**src/rtl/uart_pkg.sv**
```systemverilog
// Shared UART definitions: state encoding and default frame timing, used by uart_tx and uart_rx.
package uart_pkg;

    typedef enum logic [1:0] {
        IDLE  = 2'd0,
        START = 2'd1,
        DATA  = 2'd2,
        STOP  = 2'd3
    } uart_state_e;

    localparam int unsigned SAMPLE_RATE_DEF       = 16;
    localparam int unsigned DATA_BIT_NUM_DEF      = 8;
    localparam int unsigned STOP_BIT_DURATION_DEF = 16;

    function automatic int unsigned umax(input int unsigned a, input int unsigned b);
        return (a > b) ? a : b;
    endfunction

endpackage

```
**src/rtl/uart_tx_if.sv**
```systemverilog
// Byte-in / serial-out handshake between a producer (master) and the UART transmitter (slave).
interface uart_tx_if;
    logic       tx_start;
    logic [7:0] tx_data;
    logic       tx;
    logic       tx_busy;
    logic       tx_done;

    modport master (output tx_start, tx_data, input tx, tx_busy, tx_done);
    modport slave  (input tx_start, tx_data, output tx, tx_busy, tx_done);
endinterface

```
**src/rtl/uart_tx.sv**
```systemverilog
// UART transmitter on the 16x sample clock: start bit, LSB-first data, stop bit, no parity.
//   state | meaning
//   IDLE  | line high, waiting for tx_start
//   START | start bit (low) for SAMPLE_RATE cycles
//   DATA  | data bits, LSB first, SAMPLE_RATE cycles each
//   STOP  | stop bit (high) for STOP_BIT_DURATION cycles, then tx_done
module uart_tx
    import uart_pkg::*;
#(
    parameter int unsigned SAMPLE_RATE       = SAMPLE_RATE_DEF,
    parameter int unsigned DATA_BIT_NUM      = DATA_BIT_NUM_DEF,
    parameter int unsigned STOP_BIT_DURATION = STOP_BIT_DURATION_DEF
) (
    input  logic     baud_rate_sample_clk,
    input  logic     reset,
    uart_tx_if.slave bus
);

    localparam int unsigned TICK_SPAN = umax(SAMPLE_RATE, STOP_BIT_DURATION);
    localparam int unsigned TW        = (TICK_SPAN > 1) ? $clog2(TICK_SPAN) : 1;
    localparam int unsigned BW        = (DATA_BIT_NUM > 1) ? $clog2(DATA_BIT_NUM) : 1;

    localparam logic [TW-1:0] SAMPLE_LAST = TW'(SAMPLE_RATE - 1);
    localparam logic [TW-1:0] STOP_LAST   = TW'(STOP_BIT_DURATION - 1);
    localparam logic [BW-1:0] BIT_LAST    = BW'(DATA_BIT_NUM - 1);

    uart_state_e   state;
    uart_state_e   state_nxt;
    logic [TW-1:0] tick;
    logic [BW-1:0] bit_idx;
    logic [7:0]    shift_reg;
    logic          tx_q;
    logic          busy_q;
    logic          done_q;

    always_comb begin
        state_nxt = state;
        case (state)
            IDLE:    if (bus.tx_start) state_nxt = START;
            START:   if (tick == SAMPLE_LAST) state_nxt = DATA;
            DATA:    if (tick == SAMPLE_LAST && bit_idx == BIT_LAST) state_nxt = STOP;
            STOP:    if (tick == STOP_LAST) state_nxt = IDLE;
            default: state_nxt = IDLE;
        endcase
    end

    // shift_reg[0] always holds the bit currently on the line during DATA
    always_ff @(posedge baud_rate_sample_clk or posedge reset) begin
        if (reset) begin
            state     <= IDLE;
            tick      <= '0;
            bit_idx   <= '0;
            shift_reg <= '0;
            tx_q      <= 1'b1;
            busy_q    <= 1'b0;
            done_q    <= 1'b0;
        end else begin
            state  <= state_nxt;
            done_q <= 1'b0;
            case (state)
                IDLE: begin
                    tx_q   <= 1'b1;
                    busy_q <= 1'b0;
                    if (bus.tx_start) begin
                        shift_reg <= bus.tx_data;
                        tick      <= '0;
                        bit_idx   <= '0;
                        tx_q      <= 1'b0;
                        busy_q    <= 1'b1;
                    end
                end
                START: begin
                    if (tick == SAMPLE_LAST) begin
                        tick <= '0;
                        tx_q <= shift_reg[0];
                    end else begin
                        tick <= tick + 1'b1;
                    end
                end
                DATA: begin
                    if (tick == SAMPLE_LAST) begin
                        tick <= '0;
                        if (bit_idx == BIT_LAST) begin
                            bit_idx <= '0;
                            tx_q    <= 1'b1;
                        end else begin
                            bit_idx   <= bit_idx + 1'b1;
                            tx_q      <= shift_reg[1];
                            shift_reg <= shift_reg >> 1;
                        end
                    end else begin
                        tick <= tick + 1'b1;
                    end
                end
                STOP: begin
                    tx_q <= 1'b1;
                    if (tick == STOP_LAST) begin
                        tick   <= '0;
                        done_q <= 1'b1;
                        busy_q <= 1'b0;
                    end else begin
                        tick <= tick + 1'b1;
                    end
                end
                default: begin
                    tick <= '0;
                    tx_q <= 1'b1;
                end
            endcase
        end
    end

    assign bus.tx      = tx_q;
    assign bus.tx_busy = busy_q;
    assign bus.tx_done = done_q;

endmodule

```
**src/flat_wrapper.sv**
```systemverilog
// flat-port wrapper written by rule: the top's interface ports become plain ports
module uart_tx_flat import uart_pkg::*;
#(
    parameter int unsigned SAMPLE_RATE       = SAMPLE_RATE_DEF,
    parameter int unsigned DATA_BIT_NUM      = DATA_BIT_NUM_DEF,
    parameter int unsigned STOP_BIT_DURATION = STOP_BIT_DURATION_DEF
)
  (baud_rate_sample_clk, reset, bus_tx_start, bus_tx_data, bus_tx, bus_tx_busy, bus_tx_done);
  uart_tx_if bus_i ();
  input  logic baud_rate_sample_clk;
  input  logic reset;
  input wire logic [$bits(bus_i.tx_start)-1:0] bus_tx_start;
  input wire logic [$bits(bus_i.tx_data)-1:0] bus_tx_data;
  output wire logic [$bits(bus_i.tx)-1:0] bus_tx;
  output wire logic [$bits(bus_i.tx_busy)-1:0] bus_tx_busy;
  output wire logic [$bits(bus_i.tx_done)-1:0] bus_tx_done;
  assign bus_i.tx_start = bus_tx_start;
  assign bus_i.tx_data = bus_tx_data;
  assign bus_tx = bus_i.tx;
  assign bus_tx_busy = bus_i.tx_busy;
  assign bus_tx_done = bus_i.tx_done;
  uart_tx #(.SAMPLE_RATE(SAMPLE_RATE), .DATA_BIT_NUM(DATA_BIT_NUM), .STOP_BIT_DURATION(STOP_BIT_DURATION)) u_core (.baud_rate_sample_clk(baud_rate_sample_clk), .reset(reset), .bus(bus_i));
endmodule
```
**config.mk**
```make
export PLATFORM = sky130hd
export DESIGN_NAME = uart_tx_flat
export DESIGN_NICKNAME = d
export VERILOG_FILES = /design/src/rtl/uart_pkg.sv /design/src/rtl/uart_tx_if.sv /design/src/rtl/uart_tx.sv /design/src/flat_wrapper.sv
export SDC_FILE = /design/constraint.sdc
export NUM_CORES = 1
export LEC_CHECK = 0
export BUFFER_PORTS_ARGS = -buffer_cell sky130_fd_sc_hd__clkbuf_2
export CORE_ASPECT_RATIO = 1.75
export CORE_MARGIN = 5
export CORE_UTILIZATION = 30
export DETAILED_ROUTE_END_ITERATION = 12
export GPL_ROUTABILITY_DRIVEN = 0
export SYNTH_ARGS = -nofsm -noshare
export SYNTH_HDL_FRONTEND = slang
export SYNTH_SLANG_ARGS = --single-unit
```
**constraint.sdc**
```tcl
create_clock -name baud_rate_sample_clk -period 3.5 [get_ports baud_rate_sample_clk]
set_clock_uncertainty 0.15 [all_clocks]
set_input_delay 0.175 -clock baud_rate_sample_clk [delete_from_list [all_inputs] [get_ports baud_rate_sample_clk]]
set_output_delay 0.175 -clock baud_rate_sample_clk [all_outputs]
set_load 0.02 [all_outputs]
```
# == Word-level counts from Yosys, hierarchy flattened ==
# Cells that the tools add are included.
# totals
ff_bits,20
out_inout_bits,3
# classes
add_sub_neg,2
eq_ne,11
mux,26
reduce_logical,10
# ops
operator,count
$mux W8,3
$pmux W8 S2,1
$mux W3,3
$mux W1,8
$mux W2,4
$mux W4,2
$ne A2 B1 Y1 const B,4
$pmux W2 S4,1
$pmux W4 S2,1
$reduce_and A4 Y1,2
$pmux W3 S2,1
$add A4 B1 Y4 const B,1
$eq A2 B2 Y1 const B,2
$eq A4 B4 Y1 const B,1
$ne A2 B2 Y1 const B,2
$pmux W1 S4,1
$reduce_and A2 Y1,2
$reduce_bool A2 Y1,2
$add A3 B1 Y3 const B,1
$eq A3 B3 Y1 const B,1
$reduce_and A3 Y1,1
$reduce_or A3 Y1,1
$eq A2 B1 Y1 const B,1
$logic_not A2 Y1,1
2 further kinds,2

# == Longest topological paths before layout ==
# Gate-level depths: netlist (run 1).
# logic_depth
depth_word,4
ltp_mapped,7

# == Worst setup path after synthesis (run 1) ==
# OpenSTA, ideal clock, no wires.
# synth_path
path_type,reg-to-reg
startpoint,register u_core.state[0]
endpoint,register u_core.state[1]
t_arrival_ns,1.416
required_time_ns,3.225
slack_ns,1.809
path_stages_with_launch,7
n_path_buf,1
period_less_slack_ns,1.691
path_cell_list,dfrtp_1 inv_1 ha_1 buf_4 and2b_2 a21oi_2 mux2_4
# synth_via
elab_chain_len,3
elab_cells_between_ends,10
# synth_lines
element,line,text
from (decl),uart_tx.sv:27,uart_state_e state;
from (signal assigned),uart_tx.sv:58,state <= state_nxt;
"$eq A2 B2 Y1, or another cell as far along",uart_tx.sv:38,case (state)
$ne A2 B1 Y1 (no line) or $ne A2 B2 Y1 (tied branches),-,
$reduce_and A4 Y1 (no line),-,
# Parallel ways exist; a longest one is shown, timed or not.
# A chain may end at the register's enable or synchronous reset.

# == Worst setup path in the final report (run 1) ==
# layout_path
startpoint,register u_core.state[0]
endpoint,register u_core.shift_reg[4]
# layout_via
elab_chain_len,3
elab_cells_between_ends,8
# layout_lines
element,line,text
$eq A2 B2 Y1 or $logic_not A2 Y1 (tied branches),uart_tx.sv:60,case (state)
"$ne A2 B2 Y1 (no line), or another cell as far along",-,
$reduce_and A4 Y1 (no line),-,
to (signal assigned),uart_tx.sv:65,shift_reg <= bus.tx_data;
to (signal assigned),uart_tx.sv:89,shift_reg <= shift_reg >> 1;
to (decl),uart_tx.sv:31,logic [7:0] shift_reg;
# Parallel ways exist; a longest one is shown, timed or not.

==> results of run 1 <==
-- cells by family after synthesis --
family	after synthesis	synth area share, %
AOI/OAI and AO/OA	43	25.2
xor gates and xnor gates	1	0.770
adders and majority gates	7	7.70
buffers and inverters	10	4.07
DFF	20	44.1
muxes	3	3.08
and+or+nand+nor	30	15.1
-- placed cells by master (no fill, tap or decap), types with 3 or more instances in the layout --
cell type,count
ha_1,7
o22ai_1,5
inv_1,5
clkbuf_2,13
nand2_1,10
o21ai_0,13
nor2_1,4
a2bb2oi_1,5
a21oi_1,6
or3_1,4
clkbuf_8,3
dfrtp_1,19
-- worst max-delay path by stage --
| stage | depth (start not counted) | endpoint |
|---|---|---|
| 2_1_floorplan | 6 | u_core.state[1]$_DFFE_PP0P_ |
| 4_1_cts | 6 | u_core.shift_reg[4]$_DFFE_PP0P_ |
| 3_5_place_dp | 6 | u_core.shift_reg[4]$_DFFE_PP0P_ |
| 5_1_grt | 6 | u_core.shift_reg[0]$_DFFE_PP0P_ |
| 3_3_place_gp | 6 | u_core.shift_reg[3]$_DFFE_PP0P_ |
| 6_report | 6 | u_core.shift_reg[4]$_DFFE_PP0P_ |
-- per-stage QoR --
step | area (sq um) | hold slack (ns) | worst slack [ns] | cells | total power, uW
floorplan | 1140 | -0.0119 | 1.81 | 114 | 851
global placement | 1240 | 0.189 | 1.40 | 169 | 953
detailed placement | 1240 | 0.191 | 1.34 | 169 | 975
CTS | 1290 | 0.0452 | 1.34 | 174 | 1140
global route | 1290 | 0.0574 | 1.17 | 174 | 1220
finish | 1290 | 0.0537 | 1.36 | 174 | 1120
-- area by class of cell --
class,count,area (sq um)
Tap cell,46,57.6
Timing Repair Buffer,14,75.1
Fill cell,369,2370
Inverter,6,22.5
Sequential cell,20,502
Multi-Input combinational cell,84,589
Clock buffer,4,45.0
-- power by group through the flow --
stage	combinational (uW)	clock, uW	sequential (uW)
global placement	544	0	410
CTS	563	161	412
detailed placement	559	0	416
floorplan	444	0	407
global route	629	171	424
finish	554	154	412
-- metal layers --
layer  share of wire (%)  track usage, %  vias to the layer above  wire, microns
met2                  55            19.7                       11           1370
met4                 2.9            5.74                        0             72
met1                  39            11.0                      442            978
met3                 3.2            2.98                        7             80
li1                    -               -                      447              -
met5                   0               0                        -              0
-- worst max-delay path, delay by kind of cell, from the launching register on --
kind                       cells  cell delay [ns]
and+or+nand+nor                1             0.40
DFF                            1             0.42
buffers and inverters          2             0.29
adders and majority gates      1             0.59
AOI/OAI and AO/OA              2             0.17
==> run metrics, run 1 <==
outcome=finished, final reports clean; TritonCTS clock tree=built; Synth Flop Type=dfrtp_1; number of global-route vias before repair=1000; Cell Chain, Critical Path=inv_1 > ha_1 > inv_2 > or3_1 > o21ai_0 > a2bb2oi_1; slew margin rel.=49.4%; reg2reg setup slack=1.36 ns; share of layout cells above drive strength 1=25.0%; global-route wire length before repair=4510 microns; top cells by count, synth=dfrtp_1, o21ai_0, nand2_1; Least-Margin Pin Slew=0.758 ns; DRT iter0 DRCs=13; ranking of synthesized cells by area=dfrtp_1, ha_1, o21ai_0; Chip Height=91.5 microns; Clock Power Share=13.8%; Vias=907; CTS resizes=0; clock root buffer=clkbuf_8; Worst Hold Depth=2; endpoints failing setup=0; crit path launch=u_core.state[0]$_DFFE_PP0P_; Max Slew Vio Count=0; Arr. time, crit path=2.12 ns; core area=0.00366 sq mm; crit-path max FO=19; final core occ=35.2%; all-layer global routing usage=10.9%; die area=0.00517 sq mm; share of flip-flops with an asynchronous set or reset=100%; hold_buf cts=1; # DRC=0; drt first pass iters=4; RR Startpoint=u_core.state[0]$_DFFE_PP0P_; Synth Net Count=132; Comb power frac=49.4%; # rows=29; Fin Setup TNS=0 ns; Initial Util=31.0%; largest net degree at the start of global routing=21; Yosys reg bits=20; synthesized instance count=114; Fin. Hold Viols=0; sequential area share after synthesis=44.1%; Worst Setup End Kind=flip-flop; cell taking the most area after synthesis=dfrtp_1; Syn. warnings=0; DP HPWL=1920 microns; Synth Cell Area=0.00114 sq mm; final worst path period share=61.1%; sw frac=41.4%; switching pwr=464 uW; CTS HTree Levels=1; r2r endpoint=u_core.shift_reg[4]$_DFFE_PP0P_; Remaining Overflow, GRT=0; Final min period=2.14 ns; cell-internal power=657 uW; antenna violations before repair=0; CTS max path bufs=2; max_cap viols=0; area grow syn2layout=13.5%; n_diodes=0; distinct cell type count after synthesis=40; Reg power frac=36.8%; max reg flops=8; f_max=468 MHz; Hold EP=u_core.tick[2]$_DFFE_PP0P_; Sink Count=20; Hold Crit Class=primary input to flip-flop; fin nets=147; Post-Route WL=2500 microns; total setup buffers inserted after CTS=0; wire length per cell=14.4 microns; vias per cell=5.21; VDD IR max=0.000335 V; I/O Buffers=13; CP startpoint kind=flip-flop; Setup CP Type=flip-flop to flip-flop; Skew-Pair Late Insertion Delay=0.26 ns; LEAKAGE=0.000574 uW; Hold Startpoint=bus_tx_start; Avg Synthesized Cell Area=9.98 sq um; Reg2Reg Depth=6; most frequent cell after synthesis=dfrtp_1; I/O pin count=14; share of the synthesized area in the top cell type=41.8%; Post-synth EDFFs=0; Detail Route Antenna Nets=0; die width=56.5 microns; CTS Buf Count=3; Worst path slowest cell=ha_1; WP data required=3.49 ns; Worst path max stage delay=0.59 ns; clock transition at the registers of the reported paths=0.07 ns; Pwr Density=868 mW/mm^2; RSZ-0062 raised after global routing=no
No activity file was read; power rests on OpenSTA's default activity.
==> inputs of run 2 (changes only) <==
--- a/config.mk
+++ b/config.mk
@@ -5,6 +5,7 @@
 export SDC_FILE = /design/constraint.sdc
 export NUM_CORES = 1
 export LEC_CHECK = 0
+export ABC_AREA = 1
 export BUFFER_PORTS_ARGS = -buffer_cell sky130_fd_sc_hd__clkbuf_2
 export CORE_ASPECT_RATIO = 1.75
 export CORE_MARGIN = 5
==> constraint.sdc (replaced) <==
create_clock -name baud_rate_sample_clk -period 2 [get_ports baud_rate_sample_clk]
set_clock_uncertainty 0.15 [all_clocks]
set_input_delay 0.1 -clock baud_rate_sample_clk [delete_from_list [all_inputs] [get_ports baud_rate_sample_clk]]
set_output_delay 0.1 -clock baud_rate_sample_clk [all_outputs]
set_load 0.02 [all_outputs]
==> run metrics, run 2 <==
outcome=finished, final reports clean (unchanged); final worst path period share=89.4% (was 61.1%); crit-path max FO=8 (was 19); Fin. Hold Viols=0 (unchanged); WP data required=2.00 ns (was 3.49 ns); total setup buffers inserted after CTS=0 (unchanged); placed inst area=0.00126 sq mm (was 0.00124 sq mm); wire length per cell=12.0 microns (was 14.4 microns); largest net degree at the start of global routing=21 (unchanged); Final min period=1.79 ns (was 2.14 ns); die area=0.00519 sq mm (was 0.00517 sq mm); Post-Route WL=2530 microns (was 2500 microns); endpoints failing setup=0 (unchanged); most common cell after layout, fill and taps aside=nand2_1 (was dfrtp_1); sequential area share after synthesis=43.9% (was 44.1%); Syn. warnings=0 (unchanged); Sink Count=20 (unchanged); Finished Cell Area=0.00134 sq mm (was 0.00129 sq mm); I/O Buffers=13 (unchanged); Worst Setup End Kind=flip-flop (unchanged); ranking of synthesized cells by area=dfrtp_1, nand2_1, ha_1 (was dfrtp_1, ha_1, o21ai_0); clock transition at the registers of the reported paths=0.07 ns (about the same); most frequent cells in the layout=nand2_1, dfrtp_1, clkbuf_2 (was dfrtp_1, o21ai_0, clkbuf_2); drt first pass iters=4 (unchanged); DP HPWL=1960 microns (was 1920 microns); die width=56.6 microns (was 56.5 microns); # DRC=0 (unchanged); hold_buf cts=3 (was 1); Remaining Overflow, GRT=0 (unchanged); fin nets=183 (was 147); Setup CP Type=flip-flop to flip-flop (unchanged); RSZ-0062 raised after global routing=no (unchanged); max_cap viols=0 (unchanged); most frequent cell after synthesis=nand2_1 (was dfrtp_1); Synth Net Count=162 (was 132); slew margin rel.=48.9% (was 49.4%); # rows=29 (unchanged); share of the synthesized area in the top cell type=41.6% (was 41.8%); Arr. time, crit path=1.79 ns (was 2.12 ns); VDD IR max=0.000598 V (was 0.000335 V); Initial Util=31.2% (was 31.0%); antenna violations before repair=0 (unchanged); area grow syn2layout=16.9% (was 13.5%); Least-Margin Pin Slew=0.765 ns (was 0.758 ns); Layout fillers=394 (was 369); Hold Slack=0.0369 ns (was 0.0537 ns); global-route wire length before repair=4510 microns (about the same); all-layer global routing usage=10.8% (was 10.9%); share of layout cells above drive strength 1=17.1% (was 25.0%); share of flip-flops with an asynchronous set or reset=100% (unchanged); TritonCTS clock tree=built (unchanged); Fin Setup TNS=0 ns (unchanged); CTS HTree Levels=1 (unchanged); clock root buffer=clkbuf_8 (unchanged); number of global-route vias before repair=1055 (was 1000); Hold Crit Class=primary input to flip-flop (unchanged); Yosys reg bits=20 (unchanged); CTS max path bufs=2 (unchanged); synthesized instance count=144 (was 114); reg2reg setup slack=0.21 ns (was 1.36 ns); Synth Flop Type=dfrtp_1 (unchanged); Post-synth EDFFs=0 (unchanged); distinct cell type count after synthesis=21 (was 40); Detail Route Antenna Nets=0 (unchanged); Pwr Density=1520 mW/mm^2 (was 868 mW/mm^2); CTS resizes=0 (unchanged); Vias=972 (was 907); cell taking the most area after synthesis=dfrtp_1 (unchanged); n_diodes=0 (unchanged); vias per cell=4.63 (was 5.21); f_max=560 MHz (was 468 MHz); I/O pin count=14 (unchanged); Skew-Pair Late Insertion Delay=0.26 ns (about the same); core area=0.00366 sq mm (unchanged); Synth Cell Area=0.00114 sq mm (about the same); Avg Synthesized Cell Area=7.93 sq um (was 9.98 sq um); top cells by count, synth=nand2_1, dfrtp_1, inv_1, nand3_1, nand4_1 (was dfrtp_1, o21ai_0, nand2_1); LEAKAGE=0.000714 uW (was 0.000574 uW); Max Slew Vio Count=0 (unchanged); Chip Height=91.6 microns (was 91.5 microns); DRT iter0 DRCs=31 (was 13); CP startpoint kind=flip-flop (unchanged); max reg flops=8 (unchanged); CTS Buf Count=3 (unchanged)
run 2: metal layers:
layer | track usage (%) | vias up | part of all wire, %
li1 | - | 505 | -
met1 | 11.4 | 449 | 42
met2 | 20.2 | 13 | 53
met3 | 1.97 | 5 | 3.1
met4 | 4.95 | 0 | 2.2
met5 | 0 | - | 0
run 2: final timing paths:
path	cells past startpoint	start	to
hold reg to reg	2	u_core.shift_reg[1]$_DFFE_PP0P_	u_core.shift_reg[1]$_DFFE_PP0P_
setup reg to reg	7	u_core.state[0]$_DFFE_PP0P_	u_core.shift_reg[2]$_DFFE_PP0P_
setup / recovery	7	u_core.state[0]$_DFFE_PP0P_	u_core.shift_reg[2]$_DFFE_PP0P_
max in group asynchronous	3	reset	u_core.shift_reg[6]$_DFFE_PP0P_
hold / removal	5	bus_tx_data[6]	u_core.shift_reg[6]$_DFFE_PP0P_
min in group asynchronous	3	reset	u_core.bus.tx_done$_DFF_PP0_
run 2: worst max-delay path: stages (launching register included):
cell and delay (ns):
dfrtp_1 0.41, inv_1 0.09, ha_1 0.30, inv_2 0.12
o21ai_4 0.27, nand3_4 0.17, nand2_1 0.09, nand2_1 0.05
run 2: cells by family after synthesis:
| group | after synthesis | share of synthesized area (%) |
|---|---|---|
| compound gates | 11 | 6.46 |
| fa+ha+maj | 7 | 7.67 |
| buf+inv | 13 | 5.70 |
| flops | 20 | 43.9 |
| simple gates | 93 | 36.3 |
run 2: stage by stage:
stage	worst slack [ns]	instances	total power [uW]	util, %
after global routing	0.0536	210	2250	36.4
final	0.213	210	2030	36.4
after detailed placement	0.211	203	1780	34.4
after global placement	0.215	203	1760	34.4
after CTS	0.197	210	2060	36.4
after floorplan	0.461	144	1550	-
run 2: layout make-up:
class                           instances  area, sq um  area share, %
Multi-Input combinational cell        111          576           43.1
Sequential cell                        20          502           37.6
Timing Repair Buffer                   19          118           8.81
Tap cell                               46         57.6           4.31
Clock buffer                            4         45.0           3.37
Inverter                               10         37.5           2.81
run 2: power breakdown:
group | leakage, uW | switching [uW] | internal (uW)
sequential | 0.000254 | 109 | 584
combinational | 0.000438 | 693 | 375
clock | 0.0000228 | 130 | 142
==> inputs of run 3 (changes only) <==
--- a/config.mk
+++ b/config.mk
@@ -12,6 +12,7 @@
 export CORE_UTILIZATION = 30
 export DETAILED_ROUTE_END_ITERATION = 12
 export GPL_ROUTABILITY_DRIVEN = 0
+export HOLD_SLACK_MARGIN = 0.06
 export SYNTH_ARGS = -nofsm -noshare
 export SYNTH_HDL_FRONTEND = slang
 export SYNTH_SLANG_ARGS = --single-unit
==> run metrics, run 3 (synthesized netlist as in run 2, its figures left out) <==
Fin. Hold Viols=0 (unchanged); vias per cell=4.62 (was 4.63); Layout fillers=390 (was 394); outcome=finished, final reports clean (unchanged); most common cell after layout, fill and taps aside=nand2_1 (unchanged); post-route insts no fill=217 (was 210); area of the multi-input gates=576 sq um (unchanged); CTS max path bufs=2 (unchanged); final core occ=38.3% (was 36.4%); Setup CP Type=flip-flop to flip-flop (unchanged); RR Startpoint=u_core.state[0]$_DFFE_PP0P_ (unchanged); RSZ-0062 raised after global routing=no (unchanged); Detail Route Antenna Nets=0 (unchanged); CTS HTree Levels=1 (unchanged); drt first pass iters=4 (unchanged); n_diodes=0 (unchanged); # DRC=0 (unchanged); Arr. time, crit path=1.79 ns (about the same); Pwr Density=1460 mW/mm^2 (was 1520 mW/mm^2); crit-path max FO=8 (unchanged); f_max=560 MHz (about the same); largest net degree at the start of global routing=21 (unchanged); Worst Hold Depth=2 (was 5); total setup buffers inserted after CTS=0 (unchanged); Hold Slack=0.334 ns (was 0.0369 ns); die area=0.00519 sq mm (unchanged); final worst path period share=89.3% (was 89.4%); Chip Height=91.6 microns (unchanged); I/O Buffers=13 (unchanged); Worst path max stage delay=0.41 ns (about the same); most frequent cells in the layout=nand2_1, dfrtp_1, clkbuf_2 (unchanged); Skew-Pair Late Insertion Delay=0.26 ns (about the same); clock root buffer=clkbuf_8 (unchanged); Reg2Reg Depth=7 (unchanged); slew margin rel.=48.8% (was 48.9%); Initial Util=31.2% (unchanged); Hold Crit Class=flip-flop to flip-flop (was primary input to flip-flop); DRT iter0 DRCs=43 (was 31); # rows=29 (unchanged); max reg flops=8 (unchanged); LEAKAGE=0.000744 uW (was 0.000714 uW); Hold Startpoint=u_core.shift_reg[7]$_DFFE_PP0P_ (was bus_tx_data[6]); CP startpoint kind=flip-flop (unchanged); endpoints failing setup=0 (unchanged); Vias=1002 (was 972); placed instance count=203 (unchanged); hold_buf cts=10 (was 3); all-layer global routing usage=11.0% (was 10.8%); reg2reg setup slack=0.21 ns (about the same); fin nets=190 (was 183); global-route wire length before repair=4600 microns (was 4510 microns); TritonCTS clock tree=built (unchanged); Seq. cell area=502 sq um (unchanged); die width=56.6 microns (unchanged); wire length per cell=11.8 microns (was 12.0 microns); core area=0.00366 sq mm (unchanged); Worst path most repeated cell=nand2_1 (unchanged); r2r endpoint=u_core.shift_reg[1]$_DFFE_PP0P_ (was u_core.shift_reg[2]$_DFFE_PP0P_); Hold EP=u_core.shift_reg[7]$_DFFE_PP0P_ (was u_core.shift_reg[6]$_DFFE_PP0P_); WP data required=2.01 ns (was 2.00 ns); CTS resizes=0 (unchanged); Crit path max-delay family=flip-flops (unchanged); Cell Chain, Critical Path=inv_1 > ha_1 > inv_2 > o21ai_4 > nand3_4 > nand2_1 > nand2_1 (unchanged); VDD IR max=0.000600 V (was 0.000598 V); I/O pin count=14 (unchanged); antenna violations before repair=0 (unchanged); Fin Setup TNS=0 ns (unchanged); Post-Route WL=2560 microns (was 2530 microns); max_cap viols=0 (unchanged); Max Slew Vio Count=0 (unchanged); Sink Count=20 (unchanged); DP HPWL=1960 microns (unchanged); Final min period=1.79 ns (about the same); share of layout cells above drive strength 1=16.4% (was 17.1%); number of global-route vias before repair=1069 (was 1055); clock transition at the registers of the reported paths=0.07 ns (about the same); CP Buf/Inv Count=2 (unchanged); CTS Buf Count=3 (unchanged); Worst path slowest cell=dfrtp_1 (unchanged); Final Power=2050 uW (was 2030 uW); area grow syn2layout=23.0% (was 16.9%); Remaining Overflow, GRT=0 (unchanged); Least-Margin Pin Slew=0.768 ns (was 0.765 ns); Worst Setup End Kind=flip-flop (unchanged)
run 3: changes by cell type in the layout (fill, tap and decap cells not counted):
| cell | delta |
|---|---|
| dlygate4sd3_1 | +7 |
run 3: worst max path at each step:
stage          depth (start not counted)  slack (ns)                   startpoint                               to
2_1_floorplan                          7        0.46  u_core.state[0]$_DFFE_PP0P_  u_core.shift_reg[0]$_DFFE_PP0P_
3_3_place_gp                           7        0.21  u_core.state[1]$_DFFE_PP0P_  u_core.shift_reg[0]$_DFFE_PP0P_
3_5_place_dp                           7        0.21  u_core.state[0]$_DFFE_PP0P_  u_core.shift_reg[1]$_DFFE_PP0P_
4_1_cts                                7        0.20  u_core.state[0]$_DFFE_PP0P_  u_core.shift_reg[2]$_DFFE_PP0P_
5_1_grt                                7        0.05  u_core.state[0]$_DFFE_PP0P_  u_core.shift_reg[5]$_DFFE_PP0P_
6_report                               7        0.21  u_core.state[0]$_DFFE_PP0P_  u_core.shift_reg[1]$_DFFE_PP0P_
run 3: routing by layer:
layer	global-route usage [%]	vias to the layer above	part of all wire [%]
li1	-	520	-
met1	11.6	456	41
met2	20.7	21	53
met3	1.97	5	3.9
met4	4.95	0	2.2
met5	0	-	0
run 3: layout make-up:
class	count	area share (%)
clock buffers	4	3.21
multi-input cells	111	41.0
repair buffers	26	13.4
flip-flops and latches	20	35.7
inverters	10	2.67
well taps	46	4.10
run 3: report_power, final:
part | switching, uW | internal (uW) | total [uW]
registers | 108 | 584 | 692
logic | 696 | 384 | 1080
clock network | 132 | 142 | 274
total | 936 | 1110 | 2050
run 3: worst reg2reg max path: cells and delay by family (launching register included):
family                   cells  cell delay [ns]
AND/OR/NAND/NOR              3             0.32
adder cells (fa/ha/maj)      1             0.30
AO/OA/AOI/OAI                1             0.27
flip-flops                   1             0.41
buffers and inverters        2             0.22
run 3: metrics by stage:
stage | worst slack [ns] | cell area (sq um)
2_1_floorplan | 0.461 | 1140
4_1_cts | 0.197 | 1410
5_1_grt | 0.0536 | 1410
6_report | 0.214 | 1410
3_5_place_dp | 0.211 | 1260
3_3_place_gp | 0.215 | 1260
